===== config.mk =====
export PLATFORM = sky130hd
export DESIGN_NAME = mio_bus_arbiter
export DESIGN_NICKNAME = d
export VERILOG_FILES = /design/src/rtl/mio_bus_arbiter.sv
export SDC_FILE = /design/constraint.sdc
export NUM_CORES = 1
export LEC_CHECK = 0
export ABC_CLOCK_PERIOD_IN_PS = 1900
export CORE_MARGIN = 5
export CORE_UTILIZATION = 37
export DETAILED_ROUTE_END_ITERATION = 10
export PLACE_DENSITY = 0.83
export SKIP_LAST_GASP = 1
export SYNTH_ARGS = -nofsm -noshare
export SYNTH_HDL_FRONTEND = slang
export SYNTH_SLANG_ARGS = --single-unit

===== constraint.sdc =====
create_clock -name clk -period 1.9 [get_ports clk]
set_input_delay 0.38 -clock clk [delete_from_list [all_inputs] [get_ports clk]]
set_output_delay 0.38 -clock clk [all_outputs]
set_load 0.02 [all_outputs]

===== src/rtl/mio_bus_arbiter.sv =====
// Arbitrates the single-port MIO bus between instruction fetch and load/store requesters.
// Define MIO_TIMEOUT_EN to enable the watchdog that aborts accesses stuck longer than TIMEOUT_CYCLES.
module mio_bus_arbiter #(
  parameter int unsigned ADDR_W         = 32,
  parameter int unsigned DATA_W         = 32,
  parameter int unsigned TIMEOUT_CYCLES = 255
) (
  input  logic              clk,
  input  logic              rst,
  input  logic              if_req,
  input  logic [ADDR_W-1:0] if_addr,
  output logic [DATA_W-1:0] if_rdata,
  output logic              if_valid,
  input  logic              mem_req,
  input  logic              mem_we,
  input  logic [ADDR_W-1:0] mem_addr,
  input  logic [DATA_W-1:0] mem_wdata,
  output logic [DATA_W-1:0] mem_rdata,
  output logic              mem_valid,
  output logic              mio_req,
  output logic              mio_we,
  output logic [ADDR_W-1:0] mio_addr,
  output logic [DATA_W-1:0] mio_wdata,
  input  logic [DATA_W-1:0] mio_rdata,
  input  logic              mio_ready,
  output logic              stall_if,
  output logic              stall_mem,
  output logic              mio_err
);

  typedef enum logic [1:0] {IDLE, I_BUSY, D_BUSY} state_t;

  state_t            r_state;
  logic              r_last_data;
  logic              r_mio_req;
  logic              r_mio_we;
  logic [ADDR_W-1:0] r_mio_addr;
  logic [DATA_W-1:0] r_mio_wdata;
  logic [DATA_W-1:0] r_if_rdata;
  logic [DATA_W-1:0] r_mem_rdata;
  logic              r_if_valid;
  logic              r_mem_valid;

  logic              w_busy;
  logic              w_if_elig;
  logic              w_mem_elig;
  logic              w_last_data;
  logic              w_grant_d;
  logic              w_grant_i;
  logic              w_grant;
  logic              w_timeout;
  logic              w_done;
  logic [DATA_W-1:0] w_rdata_in;

  assign w_busy = (r_state != IDLE);

  // A requester is ineligible while its own access is in flight or completing, and during its valid cycle,
  // so a request still held high after completion is never issued twice.
  assign w_if_elig  = if_req  & ~r_if_valid  & (r_state != I_BUSY);
  assign w_mem_elig = mem_req & ~r_mem_valid & (r_state != D_BUSY);

  // At a completion edge the grant history already reflects the access that is finishing.
  assign w_last_data = (r_state == D_BUSY) | ((r_state == IDLE) & r_last_data);
  assign w_grant_d   = w_mem_elig & ~(w_last_data & w_if_elig);
  assign w_grant_i   = w_if_elig & ~w_grant_d;
  assign w_grant     = w_grant_d | w_grant_i;

  assign w_done     = w_busy & (mio_ready | w_timeout);
  assign w_rdata_in = w_timeout ? DATA_W'(32'hDEADBEEF) : mio_rdata;

`ifdef MIO_TIMEOUT_EN
  logic [31:0] r_tmo_cnt;
  logic        r_mio_err;

  assign w_timeout = w_busy & ~mio_ready & (r_tmo_cnt == TIMEOUT_CYCLES - 1);
  assign mio_err   = r_mio_err;

  always_ff @(posedge clk or negedge rst) begin
    if (!rst) begin
      r_tmo_cnt <= '0;
      r_mio_err <= 1'b0;
    end else begin
      if (!w_busy || w_done) begin
        r_tmo_cnt <= '0;
      end else begin
        r_tmo_cnt <= r_tmo_cnt + 32'd1;
      end
      if (w_timeout) begin
        r_mio_err <= 1'b1;
      end
    end
  end
`else
  assign w_timeout = 1'b0;
  assign mio_err   = 1'b0;
`endif

  always_ff @(posedge clk or negedge rst) begin
    if (!rst) begin
      r_state     <= IDLE;
      r_last_data <= 1'b0;
      r_mio_req   <= 1'b0;
      r_mio_we    <= 1'b0;
      r_mio_addr  <= '0;
      r_mio_wdata <= '0;
      r_if_rdata  <= '0;
      r_mem_rdata <= '0;
      r_if_valid  <= 1'b0;
      r_mem_valid <= 1'b0;
    end else begin
      r_if_valid  <= 1'b0;
      r_mem_valid <= 1'b0;
      if (w_done) begin
        if (r_state == I_BUSY) begin
          r_if_rdata  <= w_rdata_in;
          r_if_valid  <= 1'b1;
          r_last_data <= 1'b0;
        end else begin
          if (!r_mio_we || w_timeout) begin
            r_mem_rdata <= w_rdata_in;
          end
          r_mem_valid <= 1'b1;
          r_last_data <= 1'b1;
        end
      end
      // A normal completion re-arbitrates in the same edge; a watchdog abort always returns to IDLE.
      if ((!w_busy || (w_done && !w_timeout)) && w_grant) begin
        r_state     <= w_grant_d ? D_BUSY : I_BUSY;
        r_mio_req   <= 1'b1;
        r_mio_we    <= w_grant_d & mem_we;
        r_mio_addr  <= w_grant_d ? mem_addr : if_addr;
        r_mio_wdata <= w_grant_d ? mem_wdata : '0;
      end else if (!w_busy || w_done) begin
        r_state   <= IDLE;
        r_mio_req <= 1'b0;
        r_mio_we  <= 1'b0;
      end
    end
  end

  assign mio_req   = r_mio_req;
  assign mio_we    = r_mio_we;
  assign mio_addr  = r_mio_addr;
  assign mio_wdata = r_mio_wdata;
  assign if_rdata  = r_if_rdata;
  assign if_valid  = r_if_valid;
  assign mem_rdata = r_mem_rdata;
  assign mem_valid = r_mem_valid;
  assign stall_if  = if_req & ~r_if_valid;
  assign stall_mem = mem_req & ~r_mem_valid;

endmodule


==> results of run 1 <==
==> through the flow <==
step | area (µm²) | setup slack (ns) | util | cells | total power [µW]
CTS | 9260 | -0.0289 | 0.632 | 896 | 16800
floorplan | 5620 | -0.0318 | - | 416 | 9310
global placement | 8620 | -0.345 | 0.589 | 863 | 12900
global route | 9370 | -0.0486 | 0.640 | 903 | 17700
detailed placement | 8620 | -0.431 | 0.589 | 863 | 13200
finish | 9370 | 0.00468 | 0.640 | 903 | 16800
==> worst paths after layout <==
check                                           endpoint  depth (start not counted)
worst max-delay path            mio_addr[30]$_DFFE_PN0P_                          6
worst min-delay path            mio_wdata[6]$_DFFE_PN0P_                          2
worst max register to register  mio_addr[30]$_DFFE_PN0P_                          6
worst min register to register   if_rdata[1]$_DFFE_PN0P_                          2
max in group asynchronous             if_valid$_DFF_PN0_                          3
min in group clk                 if_rdata[1]$_DFFE_PN0P_                          2
==> final cells by class <==
class                           count  area [µm²]
Clock buffer                       22         484
Clock inverter                     10         143
Fill cell                        1063        5280
Timing Repair Buffer              298        3050
Multi-Input combinational cell    251        2070
Sequential cell                   135        3380
Tap cell                          184         230
Inverter                            3        11.3
==> registers in the layout (all words and copies together), names as in the netlist <==
register / flops
if_rdata: 32
if_valid: 1
mem_rdata: 32
mem_valid: 1
mio_addr: 32
mio_req: 1
mio_wdata: 32
mio_we: 1
r_last_data: 1
r_state: 2
==> placed cells by master, fill, tap and decap left out, types with 2 or more instances in the layout <==
cell type,n
clkdlybuf4s50_1,264
dfrtp_1,133
nand2_1,100
mux2_2,61
mux2_4,34
a22o_1,33
clkbuf_16,19
buf_4,18
buf_12,8
clkbuf_8,4
clkinvlp_4,4
nor2_1,3
nand2b_1,3
bufinv_16,3
buf_6,3
inv_1,2
a21oi_4,2
o21a_1,2
o21ai_0,2
dfrtp_2,2
dlygate4sd2_1,2
==> power by group through the flow <==
stage	Combinational [µW]	Clock, µW	Sequential, µW
3_5_place_dp	8220	0	5000
2_1_floorplan	2850	0	6450
3_3_place_gp	8030	0	4890
6_report	8400	3440	4960
4_1_cts	8280	3520	4970
5_1_grt	8870	3650	5130
==> repair_timing <==
action	CTS	global route
setup endpoints to repair	4	48
endpoints found under the hold margin	28	0
resized for setup	2	1
buffers inserted	0	4
pin swaps	0	1
hold buffers	1	0
gates cloned	0	3
==> per-layer routing <==
metal,up-vias,GRT usage,wire (µm)
li1,2008,-,-
met1,2169,0.221,6720
met2,188,0.342,8880
met3,27,0.0919,1500
met4,0,0.0670,380
met5,-,0,0
==> kinds of logic after synthesis <==
logic type	after synthesis	share of synthesized area
AOI/OAI and AO/OA	43	0.0706
and+or+nand+nor	111	0.0805
muxes	96	0.208
buffers and inverters	30	0.0328
DFF	135	0.607
other	1	0.000674
==> impl_metrics.csv, run 1 <==
group,metric,value,unit
critical_path,cp_slowest_stage_delay,0.39,ns
power_and_ir_drop,p_int,10900,µW
logic_synthesis,netlist_area,0.00556,mm²
clock_tree,clkLatencyLatePin,0.41,ns
power_and_ir_drop,vdd_drop_max,1090,µV
critical_path,regToRegSetupSlack,0.005,ns
floorplanning,fp.coreArea,0.0146,mm²
logic_synthesis,synthesis.nets,550,
critical_path,path_class,"flop to flop",
power_and_ir_drop,p_leak,0.00420,µW
critical_path,crit_chain,"nor2b_2, a221oi_4, buf_12, buf_12, mux2_2, mux2_2",
cells_and_area,drive_gt1_frac,0.234,
floorplanning,placementRows,44,
logic_synthesis,synthArstFlopShare,1.00,
drt,via_count,4392,
drt,routed_wl,17500,µm
logic_synthesis,synth_top_area_frac,0.607,
sta,finalHoldViolations,0,
floorplanning,die_h,133,µm
drt,post_drt_wl_per_cell,19.4,µm
logic_synthesis,synth_edf_count,0,
power_and_ir_drop,p_switching,5920,µW
critical_path,rr_startpoint,"r_last_data$_DFFE_PN0P_",
sta,period_minus_slack,1.90,ns
grt,grt_pass1_vias,4987,
placement,numPortBuffers,267,
sta,min_period_over_period,0.998,
clock_tree,cts_tree,"built",
logic_synthesis,synth_top_flop_cell,"dfrtp_1",
critical_path,worstSetupStartpointType,"flop",
clock_tree,cts-root-buf,"clkbuf_16",
logic_synthesis,synth_seq_area_share,0.607,
cells_and_area,area_growth,68.4,%
sta,max_freq,0.528,GHz
sta,finalSetupViolCount,0,
drt,drc,0,
logic_synthesis,synthCells,416,
logic_synthesis,ys_types,30,
clock_tree,clk_pin_slew,0.06,ns
sta,timing.setup.tns,0,ns
power_and_ir_drop,p_sw_frac,0.353,
sta,whs,0.425,ns
sta,skew,0.00526,ns
floorplanning,start_util,0.380,
critical_path,critPathBufInv,2,
power_and_ir_drop,seqPwrFrac,0.295,
critical_path,worst-path-max-fanout,9,
grt,grt_max_degree,52,
sta,maxSlewViolCount,0,
hold_path,hold_path.class,"input port to async pin",
drt,drt_iter0_markers,156,
critical_path,required,2.19,ns
clock_tree,numCtsBuffers,17,
grt,antenna_found_initial,0,
clock_tree,htree_levels,4,
placement,place_congestion,0.805,
logic_synthesis,yosys-top-cells-area,"dfrtp_1 61%, mux2_2 15%, nand2_1 6.7%",
clock_tree,clockBufferDepth,2,
cells_and_area,fin_nets,840,
critical_path,setup.worst_path.end_class,"flop",
cells_and_area,antenna_cells,0,
logic_synthesis,yosysMostFrequentCell,"dfrtp_1",
power_and_ir_drop,pwr-share-clk,0.205,
drt,routed_via_density,4.86,
grt,track_usage,0.200,
power_and_ir_drop,p_per_area,1790,mW/mm²
critical_path,cpMaxStageDelayCell,"dfrtp_1",
run,maxCapViolations,0,
grt,grt_pass1_wl,27600,µm
floorplanning,io_pins,269,
logic_synthesis,synthTopCellsByCount,"135 x dfrtp_1, 100 x nand2_1, 75 x mux2_2, 33 x a22o_1, 20 x mux2_4",
sta,rsz0062_at_grt,"yes",
floorplanning,dieArea,0.0176,mm²
logic_synthesis,ys_ff_latch,135,
critical_path,cp_top_family,"multiplexers",
floorplanning,die_w,133,µm
drt,first_pass_iters,4,
placement,hpwlAfterDp,12900,µm
drt,antenna_left,0,
clock_tree,cts_sinks,135,
logic_synthesis,avgSynthCellArea,13.4,µm²
critical_path,crit_arrival,2.19,ns
grt,grt-ovfl-total,0,
run_status,status,"complete, no violations",
critical_path,critPathLaunch,"r_last_data$_DFFE_PN0P_",
power_and_ir_drop,combPwrFrac,0.500,
logic_synthesis,yosysWarningCount,0,
logic_synthesis,synth_largest_area_cell,"dfrtp_1",
Note: power is estimated with default switching activity, not from simulation.
==> run 2, diff against run 1 <==
Settings changed: CORE_UTILIZATION 37 to 40, DONT_BUFFER_PORTS set to 1, PLACE_DENSITY 0.83 to 0.62.
==> run 2 against run 1 <==
Compared with the run above: the flow now finishes with violations (hold timing); critical path depth unchanged; combinational power decreased by 59%; sequential share of layout area increased by 16 points.
==> impl_metrics.csv, run 2 (synthesized netlist as in run 1, its figures left out) <==
group,metric,value,unit
run_status,status,"finished with violations",
run_status,violations,"hold timing",
sta,skew,0.00677,ns
critical_path,rr_startpoint,"r_last_data$_DFFE_PN0P_",
cells_and_area,seq_area,0.00338,mm²
grt,antenna_found_initial,0,
sta,rsz0062_at_grt,"yes",
drt,drt_iter0_markers,139,
grt,grt_max_degree,136,
critical_path,worst-path-max-fanout,17,
critical_path,setup.worst_path.end_class,"flop",
placement,numPortBuffers,0,
power_and_ir_drop,p_leak,0.00308,µW
clock_tree,clkLatencyLatePin,0.40,ns
drt,post_drt_wl_per_cell,22.2,µm
power_and_ir_drop,vdd_drop_max,850,µV
clock_tree,cts_sinks,135,
critical_path,cpMaxStageDelayCell,"dfrtp_1",
critical_path,regToRegEndpoint,"mio_addr[12]$_DFFE_PN0P_",
floorplanning,placementRows,43,
power_and_ir_drop,p_per_area,2080,mW/mm²
critical_path,cp_common_cell,"mux2_4",
critical_path,cp_slowest_stage_delay,0.39,ns
cells_and_area,area_growth,16.9,%
placement,hpwlAfterDp,9580,µm
sta,period_minus_slack,1.85,ns
drt,antenna_left,0,
cells_and_area,mostFrequentLayoutCells,"131 x dfrtp_1, 100 x nand2_1, 61 x mux2_2",
drt,first_pass_iters,4,
floorplanning,start_util,0.404,
floorplanning,die_w,128,µm
floorplanning,io_pins,269,
floorplanning,fp.coreArea,0.0138,mm²
sta,whs,-0.336,ns
cells_and_area,drive_gt1_frac,0.358,
sta,timing.setup.tns,0,ns
cells_and_area,fillers,1265,
clock_tree,clk_pin_slew,0.06,ns
critical_path,regToRegSetupSlack,0.05,ns
drt,drc,0,
floorplanning,dieArea,0.0164,mm²
clock_tree,htree_levels,4,
cells_and_area,multi_input_area,0.00207,mm²
floorplanning,die_h,128,µm
grt,grt_pass1_wl,20400,µm
critical_path,required,2.18,ns
clock_tree,numCtsBuffers,17,
critical_path,path_class,"flop to flop",
sta,maxSlewViolCount,0,
sta,finalHoldViolations,135,
grt,grt-ovfl-total,0,
cells_and_area,final_common_cell,"dfrtp_1",
cells_and_area,antenna_cells,0,
run,maxCapViolations,0,
critical_path,crit_chain,"nor2b_2, a221oi_4, buf_6, clkbuf_16, mux2_4, mux2_4",
placement,place_congestion,0.732,
clock_tree,cts_tree,"built",
cells_and_area,fin_nets,559,
sta,min_period_over_period,0.976,
critical_path,worstSetupStartpointType,"flop",
grt,grt_pass1_vias,3679,
drt,via_count,3234,
hold_path,hold_path.class,"input port to async pin",
grt,track_usage,0.161,
clock_tree,clockBufferDepth,2,
critical_path,worstRegToRegCells,6,
drt,routed_via_density,5.23,
drt,routed_wl,13700,µm
sta,max_freq,0.539,GHz
critical_path,crit_arrival,2.14,ns
clock_tree,cts-root-buf,"clkbuf_16",
sta,finalSetupViolCount,0,
==> run 2: cell count changes in the layout (fill, tap and decap cells not counted), moves of 2 or more <==
cell / previous run / this run
clkdlybuf4s50_1: 264 / 0
buf_4: 18 / 10
buf_12: 8 / 4
inv_6: 1 / 4
buf_6: 3 / 1
clkbuf_8: 4 / 2
clkinv_2: 1 / 3
clkinvlp_4: 4 / 2
dfrtp_1: 133 / 131
dfrtp_2: 2 / 4
dlygate4sd2_1: 2 / 0
==> run 2: area by class of cell <==
type | count | area share
sequential | 135 | 0.521
multi-input combinational | 251 | 0.318
clock buffer | 19 | 0.0697
tap | 180 | 0.0346
timing repair buffer | 17 | 0.0333
clock inverter | 13 | 0.0219
inverter | 3 | 0.00173
==> run 2: how the worst max path moves through the flow <==
stage	from	endpoint	slack, ns	depth (start not counted)
floorplan	if_req	mio_addr[10]$_DFFE_PN0P_	-0.03	6
global placement	if_req	mio_addr[1]$_DFFE_PN0P_	0.08	5
detailed placement	r_last_data$_DFFE_PN0P_	mio_addr[28]$_DFFE_PN0P_	0.03	5
CTS	r_last_data$_DFFE_PN0P_	mio_addr[0]$_DFFE_PN0P_	0.02	5
global route	r_last_data$_DFFE_PN0P_	mio_addr[2]$_DFFE_PN0P_	-0.03	6
finish	r_last_data$_DFFE_PN0P_	mio_addr[12]$_DFFE_PN0P_	0.05	6
==> run 2: repair_timing <==
action,4_1_cts,5_1_grt
gates resized for setup,0,3
hold endpoints to repair,135,135
buffers inserted,0,1
endpoints found under the setup margin,0,29
==> run 2: through the flow <==
step | cells | power (µW) | instance area (µm²) | utilization | setup slack [ns]
6_report | 618 | 13500 | 6500 | 0.472 | 0.0455
5_1_grt | 618 | 14300 | 6500 | 0.472 | -0.0286
4_1_cts | 615 | 13600 | 6440 | 0.467 | 0.0166
3_5_place_dp | 583 | 10200 | 5840 | 0.424 | 0.0303
3_3_place_gp | 583 | 10100 | 5840 | 0.424 | 0.0752
2_1_floorplan | 416 | 9310 | 5620 | - | -0.0318
==> run 2: worst max-delay path: cells and delay by family, from the launching register on <==
family	cells	cell delay, ns
multiplexers	2	0.58
flip-flops	1	0.39
buffers and inverters	2	0.35
AO/OA/AOI/OAI	1	0.22
AND/OR/NAND/NOR	1	0.18
==> run 2: metal layers <==
metal | GRT usage | vias up | wire length (µm)
li1 | - | 1436 | -
met1 | 0.175 | 1590 | 4860
met2 | 0.261 | 192 | 6620
met3 | 0.0942 | 16 | 2070
met4 | 0.0574 | 0 | 191
met5 | 0 | - | 0
==> run 2: report_power, final <==
part	internal, µW	total, µW	switching, µW	leakage [µW]
clock network	2010	3250	1240	0.000291
registers	4200	6830	2630	0.00165
logic	1980	3470	1490	0.00113
total	8190	13500	5360	0.00308
==> RTL change: new RTL, config.mk and constraints of run 2 <==
Encoding of `state_t`: now one-hot (3 bits for 3 states).
--- a/src/rtl/mio_bus_arbiter.sv
+++ b/src/rtl/mio_bus_arbiter.sv
@@ -28,7 +28,7 @@
   output logic              mio_err
 );
 
-  typedef enum logic [1:0] {IDLE, I_BUSY, D_BUSY} state_t;
+  typedef enum logic [2:0] {IDLE = 3'b001, I_BUSY = 3'b010, D_BUSY = 3'b100} state_t;
 
   state_t            r_state;
   logic              r_last_data;
Formal check against the unedited RTL: no difference found for any inputs over 4 cycles, from zero or initial values and one cycle with rst low; so few cycles prove little.
==> RTL change against run 2 <==
The run still ends with hold timing left; count of clock-buffer cells in the layout rose by 1; wire length rose by 3.1%; setup slack got worse by 0.031 ns; sequential share of layout area decreased by 0.52 points; sequential cell count is 1 higher; combinational power is 20% higher; total power rose by 6.1%; final area up 1.6%; synthesized area down 2.0%; critical path type unchanged; largest cell class unchanged.
==> RTL change: results (changes against run 2) <==
- Cell Pwr Density: 2180 nW/um^2 (+4.4%)
- Post-synthesis cell count: 353 (-15%)
- Final GP Congestion: 0.768 (+5.0%)
- DP HPWL: 9690 um (+1.2%)
- Vias in the first global route: 3,611 (-1.8%)
- P_leak: 2.90 nW (-5.7%)
- R2R Setup Slk: 0.02 ns (-0.03 ns)
- Largest net degree at the start of global routing: 137 (+0.74%)
- Worst Skew: 0.0111 ns (+0.00430 ns)
- Met1 WL: 4910 um (+1.1%)
- CP max stage delay: 0.57 ns (+0.18 ns)
- Failing checks: hold timing
- Dpl cells: 524 (-10%)
- Met1 usage: 0.179 (+0.00393)
- Wire length on met3: 1890 um (-8.8%)
- Worst hold margin: -0.331 ns (+0.00476 ns)
- Cell internal pwr: 8.81 mW (+7.6%)
- Post-synthesis compound-gate area fraction: 0.0886 (+0.0180)
- Combinational share of power: 0.290 (+0.034)
- WL final: 14,200 um (+3.1%)
- Period minus WS final: 1.88 ns (+0.0305 ns)
- Crit path from: r_state[0]
- XOR/XNOR Fraction of Synth Area: 0.00161 (+0.00161)
- M3 GR Usage: 0.0937 (-0.000430)
- # fillers: 1,132 (-11%)
- First DRT Iteration DRCs: 115 (-17%)
- Synth top cells by count: 135 x dfrtp_1, 106 x mux2_2, 33 x a22o_1, 11 x buf_2
- Mux share of post-synthesis cell area: 0.223 (+0.0153)
- Sequential power: 7.01 mW (+3%)
- Final hold vios: 136 (+0.74%)
- Share of post-route cells with drive strength above 1: 0.466 (+0.108)
- Post-Route Utilization: 0.497 (+0.0250)
- Largest cells by area after synthesis: dfrtp_1 62%, mux2_2 22%, a22o_1 5.3%
- Outcome: finished, violations left
- Crit-path max FO: 10 (-7)
- Routing usage on met2: 0.295 (+0.0342)
- Seq/Total Area, Yosys: 0.625 (+0.0172)
- Routed WL per cell: 24.7 um (+11%)
- Placement-stage worst setup slack: -0.134 ns (-0.165 ns)
- Netlist cell types: 33 (+10%)
- Syn_nets: 487 (-11%)
- Arrival @ worst endpoint: 2.17 ns (+0.03 ns)
==> RTL change: final cells by class <==
class                      count  share of cell area
multi-input combinational    188               0.291
tap                          176              0.0333
clock buffer                  20              0.0691
timing repair buffer          37              0.0693
clock inverter                11              0.0188
inverter                       5             0.00284
sequential                   136               0.515
==> RTL change: worst min path at each step <==
stage | cells past startpoint | endpoint | slack, ns
after detailed placement | 0 | mio_addr[30] | 0.09
final | 0 | mio_addr[30] | -0.33
after floorplan | 0 | if_rdata[0] | 0.08
after CTS | 0 | mio_addr[25] | -0.36
after global routing | 0 | mio_addr[30] | -0.36
after global placement | 0 | mio_addr[1] | 0.09
==> RTL change: repair_timing <==
action | 4_1_cts | 5_1_grt
hold endpoints to repair | 136 | 136
endpoints found under the setup margin | 79 | 78
buffers inserted | 8 | 6
gates cloned | 2 | 2
pin swaps | 2 | 4
resized for setup | 10 | 8
